[src/rtl/vga_plot_arbiter.sv]
// vga_plot_arbiter: round-robin share of the VGA adapter plot port among N_REQ drawing engines
//
// Ports:
//   clk, rst_n        system clock; synchronous active-low reset
//   freeze            1 = grant nothing this cycle
//   req               per-requester pixel request
//   req_x/y/colour    packed pixel fields, requester i at [8i+:8] / [7i+:7] / [3i+:3]
//   gnt               one-hot combinational grant; transfer when req[i] & gnt[i]
//   vga_x/y/colour    registered pixel to the VGA adapter
//   vga_plot          registered plot strobe, high one cycle after an in-frame transfer
//   plot_count        saturating count of plotted pixels
//   clip_count        saturating count of out-of-frame pixels that were accepted but dropped
module vga_plot_arbiter #(
  parameter int N_REQ = 3,
  parameter int X_MAX = 160,
  parameter int Y_MAX = 120
) (
  input  logic               clk,
  input  logic               rst_n,
  input  logic               freeze,
  input  logic [N_REQ-1:0]   req,
  input  logic [8*N_REQ-1:0] req_x,
  input  logic [7*N_REQ-1:0] req_y,
  input  logic [3*N_REQ-1:0] req_colour,
  output logic [N_REQ-1:0]   gnt,
  output logic [7:0]         vga_x,
  output logic [6:0]         vga_y,
  output logic [2:0]         vga_colour,
  output logic               vga_plot,
  output logic [15:0]        plot_count,
  output logic [15:0]        clip_count
);
  localparam int PW = $clog2(N_REQ);
  logic [PW-1:0] ptr, g, idx;
  logic any, xfer, in_frame;
  logic [7:0] xs [N_REQ];
  logic [6:0] ys [N_REQ];
  logic [2:0] cs [N_REQ];
  for (genvar i = 0; i < N_REQ; i++) begin : g_unpack
    assign xs[i] = req_x[8*i +: 8];
    assign ys[i] = req_y[7*i +: 7];
    assign cs[i] = req_colour[3*i +: 3];
  end
  // Scan from the farthest offset down to ptr so the nearest requester at or after ptr wins.
  always_comb begin
    g = ptr;
    idx = ptr;
    any = 1'b0;
    for (int k = N_REQ - 1; k >= 0; k--) begin
      idx = PW'((int'(ptr) + k) % N_REQ);
      if (req[idx]) begin
        g = idx;
        any = 1'b1;
      end
    end
  end
  assign xfer = any & ~freeze & rst_n;
  assign in_frame = (int'(xs[g]) < X_MAX) && (int'(ys[g]) < Y_MAX);
  always_comb begin
    gnt = '0;
    if (xfer) gnt[g] = 1'b1;
  end
  always_ff @(posedge clk) begin
    if (!rst_n) begin
      ptr        <= '0;
      vga_x      <= '0;
      vga_y      <= '0;
      vga_colour <= '0;
      vga_plot   <= 1'b0;
      plot_count <= '0;
      clip_count <= '0;
    end else begin
      vga_plot <= xfer & in_frame;
      if (xfer) ptr <= (int'(g) == N_REQ - 1) ? '0 : g + 1'b1;
      if (xfer && in_frame) begin
        vga_x      <= xs[g];
        vga_y      <= ys[g];
        vga_colour <= cs[g];
        if (plot_count != 16'hFFFF) plot_count <= plot_count + 16'd1;
      end
      if (xfer && !in_frame && clip_count != 16'hFFFF) clip_count <= clip_count + 16'd1;
    end
  end
endmodule
[config.mk]
export PLATFORM = sky130hd
export DESIGN_NAME = vga_plot_arbiter
export DESIGN_NICKNAME = d
export VERILOG_FILES = /design/src/rtl/vga_plot_arbiter.sv
export SDC_FILE = /design/constraint.sdc
export NUM_CORES = 1
export LEC_CHECK = 0
export ABC_AREA = 1
export CORE_ASPECT_RATIO = 0.8
export CORE_UTILIZATION = 47
export DETAILED_ROUTE_END_ITERATION = 8
export GPL_TIMING_DRIVEN = 0
export PLACE_DENSITY = 0.81
export SLEW_MARGIN = 20
export SYNTH_ARGS = -nofsm -noshare
export SYNTH_HDL_FRONTEND = slang
export SYNTH_SLANG_ARGS = --single-unit
export TNS_END_PERCENT = 50
[constraint.sdc]
create_clock -name clk -period 5 [get_ports clk]
set_input_delay 0.5 -clock clk [delete_from_list [all_inputs] [get_ports clk]]
set_output_delay 0.5 -clock clk [all_outputs]
set_load 0.03 [all_outputs]
# ---- Word level (Yosys, flattened, before mapping)
# Cells that the tools add are included.
dict set report word_totals {
  ff_bits 53
  inputBits 60
  output_inout_bits 54
}
dict set report op_classes {
  addsub 5
  div 3
  n_lt_le_gt_ge 8
  n_eq_ne 3
  muxes 25
  bitwise_logic 5
  n_reduce_logical 7
}
# operator n
set op_table {}
lappend op_table {{32-bit by 3-bit modulo with 32-bit output (second input constant)} 2}
lappend op_table {{16-bit by 1-bit adder with 16-bit output (second input constant)} 2}
lappend op_table {{3-bit by 3-bit modulo with 32-bit output (second input constant)} 1}
lappend op_table {{16-bit != test (second input constant)} 2}
lappend op_table {{8-bit binary-select mux with 2-bit select} 1}
lappend op_table {{8-bit 2-to-1 mux} 2}
lappend op_table {{7-bit binary-select mux with 2-bit select} 1}
lappend op_table {{7-bit 2-to-1 mux} 2}
lappend op_table {{2-bit by 3-bit less-than comparator with 1-bit output (second input constant)} 4}
lappend op_table {{3-bit 2-to-1 mux} 3}
lappend op_table {{8-bit less-than comparator (second input constant)} 1}
lappend op_table {{2-bit 2-to-1 mux} 4}
lappend op_table {{7-bit less-than comparator (second input constant)} 1}
lappend op_table {{1-bit 2-to-1 mux} 7}
lappend op_table {{1-bit binary-select mux with 2-bit select} 3}
lappend op_table {{3-bit binary-select mux with 2-bit select} 1}
lappend op_table {{1-bit logical AND} 5}
lappend op_table {{2-bit by 1-bit adder with 3-bit output (second input constant)} 1}
lappend op_table {{2-bit by 2-bit adder with 3-bit output (second input constant)} 1}
lappend op_table {{1-bit AND} 3}
lappend op_table {{3-bit >= comparator (second input constant)} 1}
lappend op_table {{2-bit NOT with 3-bit output} 1}
lappend op_table {{2-bit by 1-bit adder with 2-bit output (second input constant)} 1}
lappend op_table {{1-bit demux with 2-bit select} 1}
lappend op_table {{5 further kinds} 5}

# ---- Logic depth before layout (Yosys ltp)
# Gate-level depths: netlist of run 1.
dict set report depth {
  ltp_word 16
  depth_mapped 23
}

# ---- Worst setup path before layout of run 1
# No wires, ideal clock.
dict set report synth_timing {
  kind {register to output}
  startpoint {register ptr[0]}
  endpoint {output port gnt[1]}
  t_arrival_ns 2.256
  path_slack_ns 2.244
  path_stages_with_launch 15
  n_path_buf 2
  path_cell_list {dfxtp_1 > inv_1 > ha_1 > inv_2 > nand2_1 > nand3_1 > nand2_2 > nand4_1 > nand2_2 > inv_2 > buf_6 > clkbuf_1 > nor2_1 > inv_1 > nor2_1}
}
dict set report synth_via {
  elab_chain_len 12
  word_cells_on_any_way 25
  classes_between {2 x add/sub; 3 x div; 2 x order compare; 15 x mux; 2 x bitwise; 1 x reduce/logical}
}
# element line_no
set synth_rtl {}
lappend synth_rtl {{start, declared} 34} ;# logic [PW-1:0] ptr, g, idx;
lappend synth_rtl {{start signal, assigned} 74} ;# if (xfer) ptr <= (int'(g) == N_REQ - 1) ? '0 : g + 1'b1;
lappend synth_rtl {{2-bit by 2-bit adder with 3-bit output} 50} ;# idx = PW'((int'(ptr) + k) % N_REQ);
lappend synth_rtl {{32-bit by 3-bit modulo with 32-bit output} 50}
lappend synth_rtl {{1-bit binary-select mux with 2-bit select} 51} ;# if (req[idx]) begin
lappend synth_rtl {{1-bit 2-to-1 mux (implied by the code)} 51}
lappend synth_rtl {{2-bit 2-to-1 mux (3 in series)} 51}
lappend synth_rtl {{2-bit by 3-bit less-than comparator with 1-bit output (implied by the code) or 2-bit by 1-bit >= comparator with 1-bit output (tied branches)} 61} ;# if (xfer) gnt[g] = 1'b1;
lappend synth_rtl {{1-bit logical AND (implied by the code)} 61}
lappend synth_rtl {{1-bit 2-to-1 mux (implied by the code)} 61}
lappend synth_rtl {{1-bit demux with 2-bit select} 61}
lappend synth_rtl {{3-bit 2-to-1 mux (*)} 61}
lappend synth_rtl {{end, declared} 25} ;# output logic [N_REQ-1:0] gnt,
# Every way passes the cells marked *; elsewhere a longest branch is shown, timed or not. The select of a mux whose other input is x is not followed.

# ---- Worst setup path after layout of run 1
# Ends and elaborated chain as after synthesis.

==> metrics.md, run 1 <==
| Metric | Value |
|---|---|
| Initial antenna violation count | `0` |
| Clk buf depth | `2` |
| Vias in the first global route | `around 3800` |
| Clock slew at reported path FFs | `~0.090 ns` |
| Final min period | `about 4 ns` |
| Maxcap violations | `0` |
| Reg power frac | `roughly a quarter` |
| CP startpoint kind | `register` |
| Total track usage | `27.7%` |
| Slew of the pin with the lowest slew margin | `between 0.6 and 0.7 ns` |
| Most used DFF post-synth | `dfxtp_1` |
| Syn Area/Cell | `approximately 6.4 µm²` |
| GR Overflow Total | `0` |
| Post-synthesis net count | `614` |
| Largest net degree at the start of global routing | `16` |
| I/O Buffers | `about 110` |
| Final Max Tran Viols | `0` |
| WL final | `about 11000 µm` |
| Worst setup path category | `register to primary output` |
| Clock sink count | `between 50 and 60` |
| Hold Crit Class | `register to register` |
| Post-Route Utilization | `between 60% and 70%` |
| CTS tree | `done` |
| Min-delay src | `clip_count[15]` |
| Cell taking the most area after synthesis | `dfxtp_1` |
| Peak VDD IR | `roughly 0.00026 V` |
| Starting Density | `about 50%` |
| Clk root buf | `clkbuf_8` |
| Resize count post-CTS | `0` |
| Crit. End Element | `primary output` |
| Postcts setup bufs | `0` |
| Ranking of synthesized cells by area | `dfxtp_1 30%, nand2_1 13%, nand3_1 8.9%, nor2_1 7.1%, nand4_1 7.1%` |
| P_int | `1.05 mW` |
| PnR worst setup slack | `between 1 and 1.5 ns` |
| Final Setup Violations | `0` |
| Worst R2R Start | `ptr[0]` |
| Place WS | `1.17 ns` |
| Crit path from | `ptr[0]` |
| Core ar. | `between 7000 and 8000 µm²` |
| Final HPWL DP | `approximately 8400 µm` |
| PwrDens | `about 430 nW/µm²` |
| Commonest cells in the netlist | `125 x nand2_1, 67 x nor2_1, 63 x nand3_1` |
| Die Ht | `79.6 µm` |
| Post-synth EDFFs | `0` |
| FFs w/ async S/R, synth | `0%` |
| Routed WL per cell | `14.4 µm` |
| Fraction of layout cells with a size suffix above 1 | `5.37%` |
| Die area | `approximately 8000 µm²` |
| Synth Cell Area | `roughly 3500 µm²` |
| Distinct cells, synth | `31` |
| Period utilisation layout | `between 70% and 80%` |
| Yosys reg bits | `53` |
| F_max | `252 MHz` |
| Die Wd | `roughly 100 µm` |
| IO Count | `114` |
| RSZ-0062 raised after global routing | `no` |
| CTS Hold Buffers Added | `0` |
| Area grow syn2layout | `37.4%` |
| Metal3 WL | `663 µm` |
| Critical Path AT | `3.46 ns` |
| Ant diodes | `0` |
| Vias | `just over 4000` |
| Crit path max fanout | `10` |
| Rows | `27` |
| Post-detailed-route DRC marker count | `0` |
| Worst clock skew | `approximately 0.012 ns` |
| Hold Vio Cnt, Final | `0` |
| CP required | `around 4.5 ns` |
| TritonCTS Buffers | `5` |
| Routed wl met2 | `~5000 µm` |
| Dominant cell by count in the synthesized netlist | `nand2_1` |
| First-pass GRT wire length | `about 18000 µm` |
| Setup TNS Final | `0 ns` |
| Max layer used | `met4` |
| Rel. slew slack | `slightly below 60%` |
| RePlAce Congestion | `between 0.9 and 1` |
| Post-route ant nets | `0` |
| H-tree levels | `2` |
| Syn Inst Count | `549` |
| Logic gate share of total power | `63.9%` |
| Met1 Wirelength | `around 5000 µm` |
| Net switching power | `around 1.0 mW` |
| Synth top area share | `30.0%` |
| Vias per Instance | `between 5 and 6` |
| Lkg Pwr | `approximately 2.0 nW` |
| Total Nets Final | `approximately 730` |
| Pre-Repair DR Iteration Count | `5` |
| Iteration-0 DRC Markers | `roughly 240` |
| Register area share after synthesis | `30.0%` |
| Sw Ratio | `49.7%` |
| Status | `completed` |
| Ys Warns | `0` |
| Worst skew pair latency | `slightly above 0.3 ns` |
| Clock Power Share | `approximately 11%` |
-- final timing paths --
path	endpoint	slack, ns	depth (start not counted)
worst max-delay path	gnt[1]	1.04	15
worst min-delay path	clip_count[15]	0.49	2
worst max register to register	vga_y[4]	1.85	22
worst min register to register	clip_count[15]	0.49	2
-- registers in the layout, indices dropped and copies added (netlist names) --
| signal | count |
|---|---|
| vga_y | 7 |
| ptr | 2 |
| vga_colour | 3 |
| vga_x | 8 |
| plot_count | 16 |
| clip_count | 16 |
| vga_plot | 1 |
-- power groups by stage --
stage | Clock [mW] | Sequential [mW] | Combinational [mW]
after global placement | 0 | 0.525 | 1.29
after CTS | 0.242 | 0.518 | 1.33
after detailed placement | 0 | 0.527 | 1.32
after floorplan | 0 | 0.636 | 0.820
final | 0.238 | 0.518 | 1.34
after global routing | 0.262 | 0.524 | 1.45
-- kinds of logic (layout without fill, tap and decap cells) --
family,Yosys count,in the layout,synth area share [%]
flops,53,53,30.0
compound gates,56,56,8.69
fa+ha+maj,5,5,1.77
buf+inv,87,208,10.9
xor+xnor,26,26,6.43
simple gates,322,322,42.2
-- final cells by class --
type                       count  area, µm²
clock inverter                 1       7.51
tap                           87        109
timing repair buffer         113       1130
fill                         638       2230
multi-input combinational    409       2090
sequential                    53       1060
clock buffer                   7       76.3
buffer                        23        146
inverter                      64        240
-- layer usage --
layer / vias up / track usage (%)
met3: 25 / 3.68
met2: 171 / 46.9
met5: - / 0
li1: 2052 / -
met1: 1872 / 36.3
met4: 0 / 9.85
-- through the flow --
stage	cells	power (mW)	hold slack (ns)	cell area (µm²)
global route	757	2.24	0.509	4860
detailed placement	749	1.85	0.473	4780
CTS	757	2.09	0.486	4860
global placement	749	1.81	0.472	4780
floorplan	549	1.46	0.463	3540
finish	757	2.09	0.487	4860
-- critical path: stages (launching register included) --
cell	delay [ns]
dfxtp_1	0.40
inv_1	0.10
ha_1	0.39
inv_2	0.09
nand2_1	0.08
nand3_1	0.09
nand2_2	0.12
nand4_1	0.12
nand2_2	0.17
inv_2	0.07
buf_6	0.14
clkbuf_1	0.24
nor2_1	0.21
inv_1	0.09
nor2_1	0.14
clkdlybuf4s50_1	0.69
-- layout by cell type, fill, tap and decap left out, drive strengths merged --
cell type / netlist / final
nand4: 41 / 41
o21bai: 1 / 1
o32ai: 1 / 1
a21oi: 33 / 33
ha: 5 / 5
clkdlybuf4s50: 0 / 113
inv: 63 / 63
o21ai: 14 / 14
buf: 9 / 9
clkbuf: 14 / 21
dfxtp: 53 / 53
clkinvlp: 0 / 1
clkinv: 1 / 1
xnor2: 11 / 11
nand2: 134 / 134
nor3: 10 / 10
a22oi: 7 / 7
nand3: 65 / 65
nor4: 2 / 2
xor2: 15 / 15
nor4b: 1 / 1
nor2: 69 / 69
No activity file was read; power rests on OpenSTA's default activity.
==> run 2: changes to the inputs <==
--- a/config.mk
+++ b/config.mk
@@ -7,10 +7,10 @@
 export LEC_CHECK = 0
 export ABC_AREA = 1
 export CORE_ASPECT_RATIO = 0.8
-export CORE_UTILIZATION = 47
+export CORE_UTILIZATION = 42
 export DETAILED_ROUTE_END_ITERATION = 8
 export GPL_TIMING_DRIVEN = 0
-export PLACE_DENSITY = 0.81
+export PLACE_DENSITY = 0.77
 export SLEW_MARGIN = 20
 export SYNTH_ARGS = -nofsm -noshare
 export SYNTH_HDL_FRONTEND = slang
==> constraint.sdc (replaced) <==
create_clock -name clk -period 3.41 [get_ports clk]
set_input_delay 0.341 -clock clk [delete_from_list [all_inputs] [get_ports clk]]
set_output_delay 0.341 -clock clk [all_outputs]
set_load 0.03 [all_outputs]
==> metrics.md, run 2 (synthesis results as in run 1) <==
| Metric | Value |
|---|---|
| Core ar. | `8060 µm² (+14%)` |
| Total Nets Final | `733 (-0.14%)` |
| Final Max Tran Viols | `0 (unchanged)` |
| Place WS | `-0.142 ns (-1.31 ns)` |
| First-pass GRT wire length | `17900 µm (+1.6%)` |
| Hold Vio Cnt, Final | `0 (unchanged)` |
| Regs by FF count | `clip_count x16, plot_count x16, vga_x x8` |
| PnR worst setup slack | `0.197 ns (-0.841 ns)` |
| Clock Power Share | `11.7% (+0.3 points)` |
| Placed inst area | `4810 µm² (+0.55%)` |
| Fraction of layout cells with a size suffix above 1 | `5.83% (+0.46 points)` |
| Commonest non-fill, non-tap cell in the layout | `nand2_1` |
| Initial antenna violation count | `0 (unchanged)` |
| Worst Hold Endpoint | `clip_count[15]` |
| Die Wd | `105 µm (+5.7%)` |
| Rows | `29 (+7.4%)` |
| Commonest non-fill, non-tap cells in the layout | `125 x nand2_1, 111 x clkdlybuf4s50_1, 67 x nor2_1` |
| Pre-Repair DR Iteration Count | `5 (unchanged)` |
| Worst Reg-to-Reg Cells | `20 (-9.1%)` |
| CP required | `3.07 ns (-1.43 ns)` |
| Crit path max fanout | `6 (-4)` |
| Vias | `4131 (+0.27%)` |
| Maxcap violations | `0 (unchanged)` |
| Largest net degree at the start of global routing | `20 (+4)` |
| Routed WL per cell | `14.1 µm (-1.7%)` |
| IO Count | `114 (unchanged)` |
| TritonCTS Buffers | `5 (unchanged)` |
| Critical Path AT | `2.87 ns (-0.59 ns)` |
| Iteration-0 DRC Markers | `218 (-7.2%)` |
| Clock slew at reported path FFs | `0.10 ns (about the same)` |
| PwrDens | `629 nW/µm² (+46%)` |
| Reg power frac | `24.7% (about the same)` |
| Logic gate share of total power | `63.6% (-0.3 points)` |
| Final HPWL DP | `8470 µm (+0.90%)` |
| R2R Setup Slk | `0.32 ns (-1.53 ns)` |
| Sw Ratio | `49.9% (+0.12 points)` |
| Final Setup Violations | `0 (unchanged)` |
| GR Overflow Total | `0 (unchanged)` |
| Crit. End Element | `primary output` |
| Worst setup path category | `register to primary output` |
| Postcts setup bufs | `0 (unchanged)` |
| Slew of the pin with the lowest slew margin | `0.583 ns (-0.0337 ns)` |
| WL final | `11000 µm (+0.86%)` |
| Ant diodes | `0 (unchanged)` |
| Vias per Instance | `5.32 (-2.3%)` |
| Post-route ant nets | `0 (unchanged)` |
| Layout fillers | `751 (+18%)` |
| Worst skew pair latency | `0.31 ns (about the same)` |
| Clock sink count | `53 (unchanged)` |
| Rel. slew slack | `61.1% (+2.2 points)` |
| P_int | `1.54 mW (+46%)` |
| Peak VDD IR | `0.000333 V (+26%)` |
| Resize count post-CTS | `3 (+3)` |
| Min-delay src | `clip_count[15]` |
| Starting Density | `44.0% (-6.0 points)` |
| Worst r2r dst | `vga_y[1]` |
| H-tree levels | `2 (unchanged)` |
| Lkg Pwr | `1.99 nW (+0.73%)` |
| Finished layout cell area | `4880 µm² (+0.41%)` |
| RePlAce Congestion | `0.949 (+0.89%)` |
| RSZ-0062 raised after global routing | `no` |
| Worst clock skew | `0.0110 ns (-0.00117 ns)` |
| Area grow syn2layout | `38.0%` |
| Clk root buf | `clkbuf_8` |
| Clk buf depth | `2 (unchanged)` |
| Multi-input gate area in the final layout | `2090 µm² (unchanged)` |
| Final Power | `3.07 mW (+47%)` |
| Net switching power | `1.53 mW (+47%)` |
| CTS Hold Buffers Added | `0 (unchanged)` |
| CP startpoint kind | `register` |
| Hold Path Stages | `2 (unchanged)` |
| Period utilisation layout | `94.2%` |
| Total track usage | `24.7% (-3.0 points)` |
| Vias in the first global route | `3779 (-1.5%)` |
| Die Ht | `84.1 µm (+5.6%)` |
| Post-detailed-route DRC marker count | `0 (unchanged)` |
| FF/Latch Area | `1060 µm² (unchanged)` |
| I/O Buffers | `113 (unchanged)` |
| Status | `completed` |
| Worst R2R Start | `ptr[0]` |
| Die area | `8800 µm² (+12%)` |
| Hold Crit Class | `register to register` |
| CTS tree | `done` |
| Final min period | `~3.2 ns` |
| Crit path from | `ptr[0]` |
| F_max | `slightly above 300 MHz` |
==> run 2: changes by cell type in the layout (fill, tap and decap cells not counted) <==
cell             previous run  this run
clkdlybuf4s50_1           113       111
clkbuf_1                   16        13
inv_6                       0         1
clkinvlp_4                  1         0
dlygate4sd2_1               0         1
clkinv_2                    0         1
clkbuf_2                    0         2
==> run 2: routing by layer <==
layer	track usage [%]	vias up	part of all wire (%)
li1	-	2049	-
met1	32.7	1932	47
met2	42.3	136	47
met3	3.51	14	4.5
met4	6.53	0	1.2
met5	0	-	0
==> run 2: per-stage QoR <==
step | util, % | hold WS, ns | std cells | setup TNS [ns]
detailed placement | 59.7 | 0.469 | 770 | -0.261
finish | 60.6 | 0.484 | 777 | 0
global placement | 59.7 | 0.458 | 770 | -0.172
floorplan | - | 0.463 | 549 | 0
global route | 60.6 | 0.500 | 777 | 0
CTS | 60.7 | 0.486 | 777 | 0
==> run 2: layout make-up <==
cell class	count	share of cell area [%]
clock inverters	2	0.282
multi-input cells	409	42.9
plain buffers	22	2.95
repair buffers	113	23.0
well taps	108	2.77
clock buffers	6	1.49
flip-flops and latches	53	21.7
inverters	64	4.92
==> run 2: worst max path at each step <==
stage / slack (ns) / to / cells past startpoint
5_1_grt: 0.01 / gnt[1] / 12
6_report: 0.20 / gnt[0] / 10
2_1_floorplan: 0.81 / gnt[1] / 14
3_3_place_gp: -0.11 / gnt[2] / 12
4_1_cts: 0.18 / gnt[2] / 14
3_5_place_dp: -0.14 / gnt[2] / 12
==> run 2: worst max-delay path, cell delays in order, from the launching register on <==
cell	delay, ns
dfxtp_1	0.36
inv_1	0.08
ha_1	0.39
inv_2	0.13
nand2_1	0.09
nand3_1	0.10
nand2_2	0.09
nand3_1	0.12
nand3_1	0.31
nor2_1	0.20
clkdlybuf4s50_1	0.69
==> run 2: power groups by stage <==
stage,clock network [mW],logic [mW],registers (mW)
global placement,0,1.91,0.770
floorplan,0,1.20,0.932
finish,0.361,1.95,0.759
global route,0.396,2.14,0.770
detailed placement,0,1.95,0.773
CTS,0.370,1.95,0.759
==> run 3: changes to the inputs <==
--- a/config.mk
+++ b/config.mk
@@ -7,10 +7,10 @@
 export LEC_CHECK = 0
 export ABC_AREA = 1
 export CORE_ASPECT_RATIO = 0.8
-export CORE_UTILIZATION = 42
+export CORE_UTILIZATION = 25
 export DETAILED_ROUTE_END_ITERATION = 8
+export GPL_ROUTABILITY_DRIVEN = 1
 export GPL_TIMING_DRIVEN = 0
-export PLACE_DENSITY = 0.77
 export SLEW_MARGIN = 20
 export SYNTH_ARGS = -nofsm -noshare
 export SYNTH_HDL_FRONTEND = slang
==> metrics.md, run 3 (synthesis results as in run 1) <==
| Metric | Value |
|---|---|
| Worst clock skew | `0.00665 ns (-0.00432 ns)` |
| Hold Crit Class | `register to register` |
| Ant diodes | `0 (unchanged)` |
| Vias per Instance | `4.58 (-14%)` |
| Post-Route Utilization | `36.8% (-24 points)` |
| Critical-path cell list | `inv_1, ha_1, inv_2, nand2_1, nand3_1, nand2_2, inv_2, nand2_1, nand2_1, nand2_2, nand2_4, nand2_1, nor2_1, clkdlybuf4s50_1` |
| Placed cell count | `842 (+9.4%)` |
| Vias in the first global route | `3471 (-8.2%)` |
| Total Nets Final | `732 (-0.14%)` |
| Final HPWL DP | `8770 µm (+3.5%)` |
| Die Wd | `135 µm (+29%)` |
| Iteration-0 DRC Markers | `275 (+26%)` |
| First-pass GRT wire length | `17700 µm (-1.0%)` |
| Commonest non-fill, non-tap cells in the layout | `124 x nand2_1, 111 x clkdlybuf4s50_1, 67 x nor2_1` |
| Rows | `38 (+31%)` |
| Final Power | `3.23 mW (+5.0%)` |
| Worst setup path category | `register to primary output` |
| Critical Path AT | `2.84 ns (-0.03 ns)` |
| WL final | `11200 µm (+2.5%)` |
| Status | `completed` |
| Largest net degree at the start of global routing | `20 (unchanged)` |
| F_max | `315 MHz (+1.2%)` |
| Maxcap violations | `0 (unchanged)` |
| Logic gate share of total power | `60.5% (-3.1 points)` |
| Initial antenna violation count | `0 (unchanged)` |
| Total track usage | `15.3% (-9.4 points)` |
| Placed inst area | `4900 µm² (+1.9%)` |
| Slowest stage cell, crit path | `clkdlybuf4s50_1` |
| CP required | `3.07 ns (about the same)` |
| H-tree levels | `2 (unchanged)` |
| Die Ht | `108 µm (+29%)` |
| Clock sink count | `53 (unchanged)` |
| Core ar. | `13700 µm² (+70%)` |
| Pre-Repair DR Iteration Count | `4 (-1)` |
| Commonest non-fill, non-tap cell in the layout | `nand2_1` |
| Reg power frac | `23.6% (-1.1 points)` |
| Slew of the pin with the lowest slew margin | `0.661 ns (+0.0772 ns)` |
| Sw Ratio | `48.5% (-1.4 points)` |
| Clk buf depth | `2 (unchanged)` |
| Fraction of layout cells with a size suffix above 1 | `5.84% (+0.0087 points)` |
| IO Count | `114 (unchanged)` |
| Area grow syn2layout | `42.3%` |
| Post-route ant nets | `0 (unchanged)` |
| Final Max Tran Viols | `0 (unchanged)` |
| Hold Vio Cnt, Final | `0 (unchanged)` |
| Rel. slew slack | `56.0% (-5.1 points)` |
| Finished layout cell area | `5040 µm² (+3.2%)` |
| Routed WL per cell | `13.2 µm (-6.1%)` |
| RePlAce Congestion | `0.871 (-8.2%)` |
| GR Overflow Total | `0 (unchanged)` |
| Crit. End Element | `primary output` |
| Period utilisation layout | `93.1% (-1.1 points)` |
| CP startpoint kind | `register` |
| Clock Power Share | `15.9% (+4.2 points)` |
| Clk root buf | `clkbuf_16` |
| Worst path top cell family by delay | `buffers and inverters` |
| Net switching power | `1.56 mW (+2.1%)` |
| Layout Cells excl Fill | `848 (+9.1%)` |
| Crit path max fanout | `7 (+1)` |
| CP max stage delay | `0.69 ns (about the same)` |
| Post-detailed-route DRC marker count | `0 (unchanged)` |
| Final Setup Violations | `0 (unchanged)` |
| Bufs and invs on worst path | `4 (+1)` |
| Worst path most repeated cell | `nand2_1` |
| Clock slew at reported path FFs | `0.07 ns (-0.03 ns)` |
| Lkg Pwr | `2.04 nW (+2.5%)` |
| Regs by FF count | `clip_count x16, plot_count x16, vga_x x8` |
| Final min period | `3.18 ns (-0.0369 ns)` |
| Vias | `3883 (-6.0%)` |
| P_int | `1.66 mW (+8.0%)` |
| PwrDens | `640 nW/µm² (+1.8%)` |
| Die area | `14600 µm² (+66%)` |
| I/O Buffers | `113 (unchanged)` |
| Worst skew pair latency | `0.30 ns (about the same)` |
| Postcts setup bufs | `0 (unchanged)` |
| RSZ-0062 raised after global routing | `no` |
| CTS tree | `done` |
| Peak VDD IR | `0.000288 V (-14%)` |
| Starting Density | `25.9% (-18 points)` |
| TritonCTS Buffers | `5 (unchanged)` |
## run 3: cell type report
class	count	area, µm²
Sequential cell	53	1060
Inverter	64	240
Timing Repair Buffer	113	1140
Clock buffer	5	125
Buffer	21	139
Clock inverter	3	17.5
Multi-Input combinational cell	409	2100
Fill cell	1492	8650
Tap cell	180	225
## run 3: path summary, 6_finish.rpt
kind                            startpoint             end  slack [ns]  cells past startpoint
worst min register to register    vga_x[7]        vga_x[7]        0.47                      2
worst max register to register      ptr[0]  clip_count[15]        0.35                     22
worst min-delay path              vga_x[7]        vga_x[7]        0.47                      2
worst max-delay path                ptr[0]          gnt[0]        0.23                     14
## run 3: repair_timing
item | in CTS | in global routing
hold buffers | 0 | 0
resized for setup | 1 | 2
setup endpoints to repair | 2 | 2
## run 3: power groups by stage
stage	logic, mW	registers, mW	clock network [mW]
after floorplan	1.20	0.932	0
after global placement	1.97	0.775	0
after detailed placement	1.96	0.775	0
after CTS	1.96	0.762	0.528
after global routing	2.14	0.770	0.562
final	1.95	0.761	0.513
## run 3: tightest hold or removal path, cell delays in order, from the launching register on
cell and delay [ns]:
dfxtp_1 0.31, nand2_1 0.07, a21oi_2 0.05
## run 3: through the flow
stage | hold WS [ns] | setup TNS (ns) | setup slack (ns)
2_1_floorplan | 0.463 | 0 | 0.813
3_3_place_gp | 0.459 | -0.160 | -0.156
3_5_place_dp | 0.462 | -0.173 | -0.150
4_1_cts | 0.474 | 0 | 0.000792
5_1_grt | 0.491 | 0 | 0.0147
6_report | 0.474 | 0 | 0.234
## run 3: metal layers
layer | GRT usage, % | routed length, µm
met1 | 22.4 | 5830
met2 | 23.0 | 4570
met3 | 3.52 | 769
met4 | 2.17 | 61
met5 | 0 | 0
